**src/rtl/apa102_pkg.sv**
```systemverilog
// Shared types, frame constants and the LED word builder for the APA102 strand driver.
package apa102_pkg;

  typedef enum logic [1:0] {
    ST_IDLE,
    ST_START_FRAME,
    ST_LED_FRAME,
    ST_END_FRAME
  } state_e;

  typedef enum logic [1:0] {
    MODE_OFF   = 2'd0,
    MODE_SOLID = 2'd1,
    MODE_CHASE = 2'd2,
    MODE_ALT   = 2'd3
  } mode_e;

  localparam logic [31:0] START_WORD = 32'h0000_0000;
  localparam logic [31:0] END_WORD   = 32'hFFFF_FFFF;
  localparam logic [31:0] OFF_WORD   = 32'hE000_0000;
  localparam logic [2:0]  LED_HEADER = 3'b111;

  function automatic logic [31:0] led_word(input logic [4:0] brightness,
                                           input logic [7:0] r,
                                           input logic [7:0] g,
                                           input logic [7:0] b);
    return {LED_HEADER, brightness, b, g, r};
  endfunction

endpackage

```
**src/rtl/apa102_word_shifter.sv**
```systemverilog
// SCK divider plus 32-bit MSB-first shifter; asks for the next word on the falling edge after bit 0.
module apa102_word_shifter #(
  parameter int CLK_DIV = 64
) (
  input  logic        clk,
  input  logic        reset_n,
  input  logic        start_i,
  input  logic        more_i,
  input  logic [31:0] word_i,
  output logic        sck_o,
  output logic        mosi_o,
  output logic        word_done_o
);

  localparam int DW = (CLK_DIV > 1) ? $clog2(CLK_DIV) : 1;

  logic          active_q;
  logic          sck_q;
  logic [DW-1:0] div_q;
  logic [4:0]    bit_q;
  logic [31:0]   shreg_q;
  logic          tc;
  logic          fall;
  logic          load;

  assign tc          = active_q && (div_q == DW'(CLK_DIV - 1));
  assign fall        = tc && sck_q;
  assign word_done_o = fall && (bit_q == 5'd31);
  assign load        = start_i || (word_done_o && more_i);

  always_ff @(posedge clk or negedge reset_n) begin
    if (!reset_n) begin
      active_q <= 1'b0;
      sck_q    <= 1'b0;
      div_q    <= '0;
      bit_q    <= '0;
      shreg_q  <= '0;
    end else if (start_i) begin
      active_q <= 1'b1;
      sck_q    <= 1'b0;
      div_q    <= '0;
      bit_q    <= '0;
      shreg_q  <= word_i;
    end else if (active_q) begin
      div_q <= tc ? '0 : div_q + 1'b1;
      if (tc) sck_q <= ~sck_q;
      if (fall) begin
        // Data only moves on falling edges so the strand samples stable bits on rising edges.
        if (bit_q == 5'd31) begin
          bit_q <= '0;
          if (load) begin
            shreg_q <= word_i;
          end else begin
            shreg_q  <= '0;
            active_q <= 1'b0;
          end
        end else begin
          bit_q   <= bit_q + 1'b1;
          shreg_q <= {shreg_q[30:0], 1'b0};
        end
      end
    end
  end

  assign sck_o  = sck_q;
  assign mosi_o = shreg_q[31];

endmodule

```
**src/rtl/apa102_strand_driver.sv**
```systemverilog
// APA102 strand transmitter: start frame, one word per LED, length-scaled end frame.
// Chase mode, pattern register and frame counter exist only when STRAND_CHASE_EN is defined.
module apa102_strand_driver
  import apa102_pkg::*;
#(
  parameter int NUM_LEDS = 12,
  parameter int CLK_DIV  = 64
) (
  input  logic       clk,
  input  logic       reset_n,
  input  logic       start,
  input  logic [1:0] mode,
  input  logic [4:0] brightness,
  input  logic [7:0] red,
  input  logic [7:0] green,
  input  logic [7:0] blue,
  input  logic [1:0] speed,
  output logic       sck,
  output logic       mosi,
  output logic       busy,
  output logic       frame_done
);

  localparam int END_WORDS = (NUM_LEDS + 63) / 64;
  localparam int WCW       = $clog2(NUM_LEDS + 1);
  localparam logic [WCW-1:0] LAST_LED = WCW'(NUM_LEDS - 1);
  localparam logic [WCW-1:0] LAST_END = WCW'(END_WORDS - 1);

  state_e          state_q;
  mode_e           mode_q;
  logic [31:0]     lit_word_q;
  logic [WCW-1:0]  word_cnt_q;
  logic            busy_q;
  logic            frame_done_q;

  logic            accept;
  logic            word_done;
  logic            frame_end;
  logic            more;
  logic [WCW-1:0]  next_idx;
  logic [31:0]     next_word;
  logic [31:0]     shift_word;
  logic [NUM_LEDS:0] lit_vec;

  // A start seen during the frame_done cycle is dropped; the next cycle may accept.
  assign accept     = (state_q == ST_IDLE) && start && !frame_done_q;
  assign frame_end  = word_done && (state_q == ST_END_FRAME) && (word_cnt_q == LAST_END);
  assign shift_word = (state_q == ST_IDLE) ? START_WORD : next_word;

`ifdef STRAND_CHASE_EN
  logic [NUM_LEDS-1:0] pattern_q;
  logic [1:0]          frame_cnt_q;
  logic [1:0]          speed_q;
  logic [1:0]          step_at;

  // Speed 3 would need a wider counter; it saturates to a step every 4th frame.
  assign step_at = 2'((3'd1 << speed_q) - 3'd1);

  always_ff @(posedge clk or negedge reset_n) begin
    if (!reset_n) begin
      pattern_q   <= '0;
      frame_cnt_q <= '0;
      speed_q     <= '0;
    end else begin
      if (accept) speed_q <= speed;
      if (frame_end && (mode_q == MODE_CHASE)) begin
        if (frame_cnt_q == step_at) begin
          frame_cnt_q <= '0;
          pattern_q   <= (pattern_q == '0) ? NUM_LEDS'(1) : (pattern_q << 1);
        end else begin
          frame_cnt_q <= frame_cnt_q + 1'b1;
        end
      end
    end
  end
`else
  logic speed_unused;
  assign speed_unused = ^speed;
`endif

  always_comb begin
    lit_vec = '0;
    case (mode_q)
      MODE_OFF:   lit_vec = '0;
`ifdef STRAND_CHASE_EN
      MODE_CHASE: lit_vec = {1'b0, pattern_q};
`endif
      default:    lit_vec = {1'b0, {NUM_LEDS{1'b1}}};
    endcase
  end

  always_comb begin
    next_idx  = (state_q == ST_START_FRAME) ? '0 : word_cnt_q + 1'b1;
    more      = 1'b1;
    next_word = lit_vec[next_idx] ? lit_word_q : OFF_WORD;
    if ((state_q == ST_LED_FRAME) && (word_cnt_q == LAST_LED)) next_word = END_WORD;
    if (state_q == ST_END_FRAME) begin
      next_word = END_WORD;
      more      = (word_cnt_q != LAST_END);
    end
  end

  always_ff @(posedge clk or negedge reset_n) begin
    if (!reset_n) begin
      state_q      <= ST_IDLE;
      mode_q       <= MODE_OFF;
      lit_word_q   <= '0;
      word_cnt_q   <= '0;
      busy_q       <= 1'b0;
      frame_done_q <= 1'b0;
    end else begin
      frame_done_q <= 1'b0;
      case (state_q)
        ST_IDLE: if (accept) begin
          state_q    <= ST_START_FRAME;
          mode_q     <= mode_e'(mode);
          lit_word_q <= led_word(brightness, red, green, blue);
          word_cnt_q <= '0;
          busy_q     <= 1'b1;
        end
        ST_START_FRAME: if (word_done) begin
          state_q    <= ST_LED_FRAME;
          word_cnt_q <= '0;
        end
        ST_LED_FRAME: if (word_done) begin
          if (word_cnt_q == LAST_LED) begin
            state_q    <= ST_END_FRAME;
            word_cnt_q <= '0;
          end else begin
            word_cnt_q <= word_cnt_q + 1'b1;
          end
        end
        ST_END_FRAME: if (frame_end) begin
          state_q      <= ST_IDLE;
          word_cnt_q   <= '0;
          busy_q       <= 1'b0;
          frame_done_q <= 1'b1;
        end else if (word_done) begin
          word_cnt_q <= word_cnt_q + 1'b1;
        end
        default: state_q <= ST_IDLE;
      endcase
    end
  end

  apa102_word_shifter #(
    .CLK_DIV(CLK_DIV)
  ) u_shifter (
    .clk         (clk),
    .reset_n     (reset_n),
    .start_i     (accept),
    .more_i      (more),
    .word_i      (shift_word),
    .sck_o       (sck),
    .mosi_o      (mosi),
    .word_done_o (word_done)
  );

  assign busy       = busy_q;
  assign frame_done = frame_done_q;

endmodule

```
**config.mk**
```make
export PLATFORM = sky130hd
export DESIGN_NAME = apa102_strand_driver
export DESIGN_NICKNAME = d
export VERILOG_FILES = /design/src/rtl/apa102_pkg.sv /design/src/rtl/apa102_word_shifter.sv /design/src/rtl/apa102_strand_driver.sv
export SDC_FILE = /design/constraint.sdc
export NUM_CORES = 1
export LEC_CHECK = 0
export ABC_AREA = 1
export BUFFER_PORTS_ARGS = -buffer_cell sky130_fd_sc_hd__buf_2
export CORE_UTILIZATION = 59
export CTS_BUF_LIST = sky130_fd_sc_hd__clkbuf_4 sky130_fd_sc_hd__clkbuf_8
export DETAILED_ROUTE_END_ITERATION = 12
export PLACE_DENSITY = 0.89
export SLEW_MARGIN = 20
export SYNTH_ARGS = -nofsm -noshare
export SYNTH_HDL_FRONTEND = slang
export SYNTH_HIERARCHICAL = 1
export SYNTH_SLANG_ARGS = --single-unit
```
**constraint.sdc**
```tcl
create_clock -name clk -period 2.9 [get_ports clk]
set_clock_uncertainty 0.1 [all_clocks]
set_input_delay 0.29 -clock clk [delete_from_list [all_inputs] [get_ports clk]]
set_output_delay 0.29 -clock clk [all_outputs]
set_load 0.03 [all_outputs]
```
==> results.py, run 1 <==
metrics = {
    "run_status": {
        "status": "finished, final reports clean",
    },
    "cts": {
        "postCtsHoldBufs": 0,
        "cts_inserted_buffers": 9,
        "cts_tree": "yes",
        "clock-root-buffer": "clkbuf_8",
        "htreeDepth": 3,
        "cts_setup_buffers": 0,
        "clock_sinks": 85,
        "clock_tree.buffer_depth": 2,
        "path_clk_slew_ns": 0.08,
        "cts_resized": 0,
        "clkLatencyLatePin_ns": 0.36,
    },
    "routing": {
        "drt_first_pass_iters": 4,
        "vias": 3898,
        "wl_um": 9817,
        "drc_errors": 0,
        "ant_nets": 0,
        "avgViaCountPerCell": 5.617,
        "wire_per_inst_um": 14.15,
        "drtIter0Drc": 415,
    },
    "synth": {
        "synthesis.nets": 615,
        "yosys_warnings": 6,
        "syn_area_um2": 4872,
        "synth_cell_types": 34,
        "synthCells": 569,
        "synth-seq-cells": 85,
        "ys_seq_area_share_pct": 43.66,
        "syn_area_per_cell_um2": 8.563,
    },
    "global_route": {
        "overflow": 0,
        "track_usage_pct": 25.12,
        "antenna_found_initial": 0,
        "grt_max_degree": 86,
        "grt_pass1_wl_um": 17220,
        "grt_pass1_vias": 3770,
    },
    "sta": {
        "fin_crit_ns": 2.472,
        "hold_viol": 0,
        "slew_violations": 0,
        "final.setup.tns_ns": 0,
        "rsz0062_at_grt": "no",
        "max_slew_margin_pct": 37.79,
        "finalSetupViolCount": 0,
        "fmax_mhz": 404.5,
        "period_share_pct": 85.26,
        "tightestPinTransition_ns": 0.9332,
    },
    "worst_setup_path": {
        "path_class": "reg -> reg",
        "worstSetupEndpointType": "flop",
        "critPathLaunchType": "flop",
        "crit_required_ns": 3.04,
        "crit_arrival_ns": 2.61,
        "critPathMaxFanout": 36,
    },
    "place": {
        "io_buffers": 37,
        "post-dp-hpwl_um": 6145,
        "gp_congestion": 0.7960,
    },
    "cells_and_area": {
        "nNetsFinal": 634,
        "area_growth_pct": 6.574,
        "diodes": 0,
        "drive_gt1_share_pct": 23.31,
    },
    "floorplan": {
        "ios": 40,
        "rows": 32,
        "initial_utilization_pct": 62.09,
        "core_um2": 7848,
        "dieArea_um2": 8626,
        "die_h_um": 92.88,
        "dieWidth_um": 92.88,
    },
    "pwr": {
        "vdd_drop_max_mv": 0.7846,
        "powerDensity_nw_per_um2": 1052,
        "power_mw": 5.463,
        "leakage_nw": 2.467,
    },
    "flow_run": {
        "cap_violations": 0,
    },
    "hold_path": {
        "min_path_type": "in -> reg",
    },
}
[per-stage QoR]
stage / utilization [%] / area (um^2) / setup slack [ns] / instances / hold slack, ns
detailed placement: 62.85 / 4932 / 0.4698 / 678 / 0.3562
global placement: 62.85 / 4932 / 0.5868 / 678 / 0.3341
CTS: 65.99 / 5179 / 0.4438 / 693 / 0.01569
finish: 66.17 / 5192 / 0.4276 / 694 / 0.01874
global route: 66.17 / 5192 / 0.1811 / 694 / 0.02508
floorplan: - / 4872 / 0.7849 / 569 / -0.1056
[metal layers]
layer | wire, um | share of wire, % | vias up | GRT usage, %
met3 | 440 | 4.5 | 16 | 4.433
met1 | 4426 | 45 | 1893 | 33.26
met5 | 0 | 0 | - | 0
met4 | 166 | 1.7 | 0 | 9.872
met2 | 4783 | 49 | 117 | 40.99
li1 | - | - | 1872 | -
[report_power, final]
group	leakage, nW	switching [mW]	internal [mW]	total [mW]
Sequential	1.01	0.339	1.69	2.03
Clock	0.125	0.416	0.613	1.03
Combinational	1.33	1.49	0.909	2.40
Total	2.47	2.25	3.22	5.46
[worst paths after layout]
check / startpoint / to / slack [ns] / cells past startpoint
worst max-delay path: u_shifter/div_q[0] / word_cnt_q[0] / 0.43 / 12
worst min-delay path: red[1] / lit_word_q[1] / 0.02 / 3
worst max register to register: u_shifter/div_q[0] / word_cnt_q[0] / 0.43 / 12
worst min register to register: lit_word_q[29] / lit_word_q[29] / 0.37 / 2
max in group asynchronous: reset_n / lit_word_q[13] / 1.73 / 2
min in group asynchronous: reset_n / u_shifter/div_q[5] / 0.44 / 2
[Yosys cell counts (all sizes together)]
cell type | instances | area [um^2]
nand2 | 189 | 749.5
dfrtp | 85 | 2127
a21oi | 70 | 462.9
nand3 | 47 | 402.9
nor2 | 45 | 191.4
a21boi | 30 | 225.2
inv | 29 | 108.9
buf | 25 | 230.2
o21ai | 14 | 70.06
clkbuf | 11 | 72.57
ha | 10 | 125.1
o21a | 4 | 30.03
nand4 | 3 | 25.02
or2 | 2 | 12.51
a31oi | 1 | 6.260
nand3b | 1 | 7.510
nor3 | 1 | 5.000
o21bai | 1 | 11.26
xnor2 | 1 | 8.760
[final cells by class]
cell class	instances	area [um^2]
Tap cell	102	127.6
Multi-Input combinational cell	419	2336
Clock buffer	11	151.4
Timing Repair Buffer	44	246.5
Inverter	29	108.9
Clock inverter	4	95.09
Fill cell	627	2655
Sequential cell	85	2127
[sequential cells by signal, indices dropped and copies added (netlist names)]
name,count
busy,1
frame_done,1
lit_word_q,30
mode_q,2
state_q,2
u_shifter/active_q,1
u_shifter/bit_q,5
u_shifter/div_q,6
u_shifter/sck_o,1
u_shifter/shreg_q,32
word_cnt_q,4
[worst max-delay path, stage by stage (launching register included)]
cell	delay, ns
dfrtp_1	0.40
ha_1	0.22
nand3_2	0.12
nor2_4	0.18
nand2_4	0.24
nor2_1	0.37
inv_1	0.11
nand2_1	0.09
o21ai_0	0.14
nor2_4	0.20
inv_1	0.07
nand2_1	0.05
o21ai_1	0.06
[cells by family after synthesis]
kind of cell	share of synthesized area (%)
buffers and inverters	8.449
AND/OR/NAND/NOR	28.61
flip-flops	43.66
AO/OA/AOI/OAI	16.54
adder cells (fa/ha/maj)	2.568
XOR/XNOR	0.1798
[cells in the final DEF, fill, tap and decap left out, types with 2 or more instances in the layout]
| master | n |
|---|---|
| a21oi_1 | 40 |
| buf_4 | 6 |
| nor2_1 | 42 |
| a21boi_0 | 20 |
| o21a_1 | 4 |
| nor2_4 | 3 |
| inv_2 | 2 |
| nand3_2 | 31 |
| nand4_1 | 2 |
| nand2_2 | 4 |
| nand2_4 | 4 |
| ha_1 | 9 |
| dfrtp_1 | 85 |
| o21ai_0 | 11 |
| buf_2 | 36 |
| or2_2 | 2 |
| bufinv_16 | 3 |
| o21ai_1 | 3 |
| nand2_1 | 181 |
| inv_1 | 27 |
| a21boi_1 | 10 |
| clkbuf_8 | 11 |
| nand3_1 | 15 |
| a21oi_2 | 30 |
Power figures use the tool's default switching activity.
==> inputs of run 2 (changes only) <==
clock period = 2.6 ns   (was 2.9 ns; I/O delays follow)
==> run 2 against run 1 <==
  * The run now ends with hold timing left
  * Clock power decreased by 5%
  * Sequential share of layout area decreased by 1.7 points
  * Critical path type unchanged
  * Count of clock-buffer cells in the layout unchanged
  * Cell count increased by 4.0%
  * Flip-flop and latch count unchanged
  * Register-to-register slack got worse by 0.14 ns
  * Combinational power increased by 15%
  * Core utilization increased by 2.9 points
  * Total power increased by 10%
  * Routed wire length increased by 13%
  * Global-route usage increased by 2.5 points
==> results.py, run 2 (same netlist as run 1, synthesis figures left out) <==
metrics = {
    "worst_setup_path": {
        "path_buf_inv": 4,
        "critPathLaunchType": "flop",
        "critPathMaxFanout": 6,
        "critPathMaxStageDelay_ns": 0.40,
        "path_delay_family": "simple AND/OR/NAND/NOR gates",
        "crit_required_ns": 2.74,
        "cp_slowest_cell": "dfrtp_1",
        "r2r_setup_slack_ns": 0.29,
        "path_cells": "ha_1 > inv_1 > nor3_1 > ha_1 > inv_1 > nor2_2 > inv_1 > nand2_1 > o21ai_0 > nor2_4 > inv_1 > nand2_1 > o21ai_1",
        "worstSetupEndpointType": "flop",
        "crit_arrival_ns": 2.46,
        "path_class": "reg -> reg",
        "crit_top_cell": "inv_1",
    },
    "sta": {
        "tightestPinTransition_ns": 0.9683,
        "holdWs_ns": -0.002317,
        "final.setup.tns_ns": 0,
        "max_slew_margin_pct": 35.44,
        "hold_viol": 1,
        "fmax_mhz": 432.4,
        "fin_crit_ns": 2.312,
        "period_share_pct": 88.94,
        "rsz0062_at_grt": "no",
        "finalSetupViolCount": 0,
        "slew_violations": 0,
    },
    "cells_and_area": {
        "reg_top3": "u_shifter/shreg_q (32), lit_word_q (30), u_shifter/div_q (6)",
        "diodes": 0,
        "largest_register_ffs": 32,
        "final_cell_mix": "181 x nand2_1, 85 x dfrtp_1, 41 x nor2_1",
        "final_core_util_pct": 69.07,
        "regMostFlops": "u_shifter/shreg_q",
        "drive_gt1_share_pct": 23.39,
        "final_common_cell": "nand2_1",
        "area_growth_pct": 11.25,
        "nNetsFinal": 661,
        "fin_cells": 722,
        "fin_area_um2": 5420,
    },
    "pwr": {
        "powerDensity_nw_per_um2": 1112,
        "leakage_nw": 2.563,
        "power_mw": 6.025,
        "vdd_drop_max_mv": 1.297,
    },
    "cts": {
        "htreeDepth": 3,
        "clkLatencyLatePin_ns": 0.37,
        "cts_tree": "yes",
        "clock_sinks": 85,
        "clock-root-buffer": "clkbuf_8",
        "path_clk_slew_ns": 0.10,
        "clock_tree.buffer_depth": 2,
        "cts_setup_buffers": 0,
        "cts_inserted_buffers": 9,
    },
    "floorplan": {
        "initial_utilization_pct": 62.09,
        "dieWidth_um": 92.88,
        "die_h_um": 92.88,
        "dieArea_um2": 8626,
        "ios": 40,
        "rows": 32,
        "core_um2": 7848,
    },
    "global_route": {
        "track_usage_pct": 27.61,
        "grt_pass1_wl_um": 18710,
        "overflow": 0,
        "antenna_found_initial": 0,
        "grt_pass1_vias": 4076,
        "grt_max_degree": 47,
    },
    "place": {
        "io_buffers": 37,
        "post-dp-hpwl_um": 6537,
        "gp_congestion": 0.8081,
        "dpl_cell_area_um2": 4982,
        "place_inst": 683,
    },
    "flow_run": {
        "cap_violations": 0,
    },
    "run_status": {
        "status": "finished, violations left",
        "violations": "hold timing",
    },
    "routing": {
        "drtIter0Drc": 363,
        "drt_first_pass_iters": 5,
        "drc_errors": 0,
        "ant_nets": 0,
        "vias": 4124,
        "wl_um": 11130,
        "avgViaCountPerCell": 5.712,
        "wire_per_inst_um": 15.41,
    },
    "hold_path": {
        "min_path_type": "in -> reg",
    },
}
run 2: cell count changes in the layout (fill, tap and decap cells not counted), sizes merged:
| cell | before | now |
|---|---|---|
| clkinv | 1 | 3 |
| buf | 43 | 48 |
| dlygate4sd3 | 1 | 23 |
| clkinvlp | 0 | 1 |
| bufinv | 3 | 1 |
run 2: worst paths after layout:
check                                    from                 end  cells past startpoint
max reg2reg                u_shifter/bit_q[0]       word_cnt_q[0]                     13
min                                   blue[6]      lit_word_q[22]                      3
max in group asynchronous             reset_n      lit_word_q[16]                      3
max                        u_shifter/bit_q[0]       word_cnt_q[0]                     13
min reg2reg                    lit_word_q[29]      lit_word_q[29]                      2
min in group asynchronous             reset_n  u_shifter/active_q                      2
run 2: cell type report:
class                   instances  area, um^2
fillers                       592        2427
multi-input cells             419        2338
flip-flops and latches         85        2127
repair buffers                 71       513.0
clock buffers                  11       145.1
well taps                     102       127.6
inverters                      29       108.9
clock inverters                 5       60.06
run 2: what timing repair did:
item,CTS,global route
gates resized for setup,0,1
hold buffers,21,2
setup endpoints to repair,0,1
hold endpoints to repair,65,2
run 2: tightest hold or removal path, stage by stage:
cell and delay, ns:
buf_2 0.08, nand2_1 0.05, nand2_1 0.05
run 2: routing by layer:
layer | vias to the layer above | part of all wire, % | global-route usage, %
li1 | 1931 | - | -
met3 | 28 | 5.8 | 5.501
met4 | 0 | 2.1 | 10.26
met2 | 162 | 51 | 47.24
met1 | 2003 | 41 | 34.51
met5 | - | 0 | 0
run 2: report_power, final:
part | internal, mW | leakage [nW] | total, mW | switching [mW]
Sequential | 1.89 | 1.01 | 2.28 | 0.392
Clock | 0.483 | 0.103 | 0.978 | 0.495
Combinational | 1.06 | 1.45 | 2.77 | 1.71
run 2: per-stage QoR:
stage                     setup WS, ns  hold slack (ns)
after global placement          0.3968           0.2008
final                           0.2875        -0.002317
after CTS                       0.2852        0.0001315
after floorplan                 0.4849          -0.1356
after detailed placement        0.3011           0.2182
after global routing           0.09801         0.006412
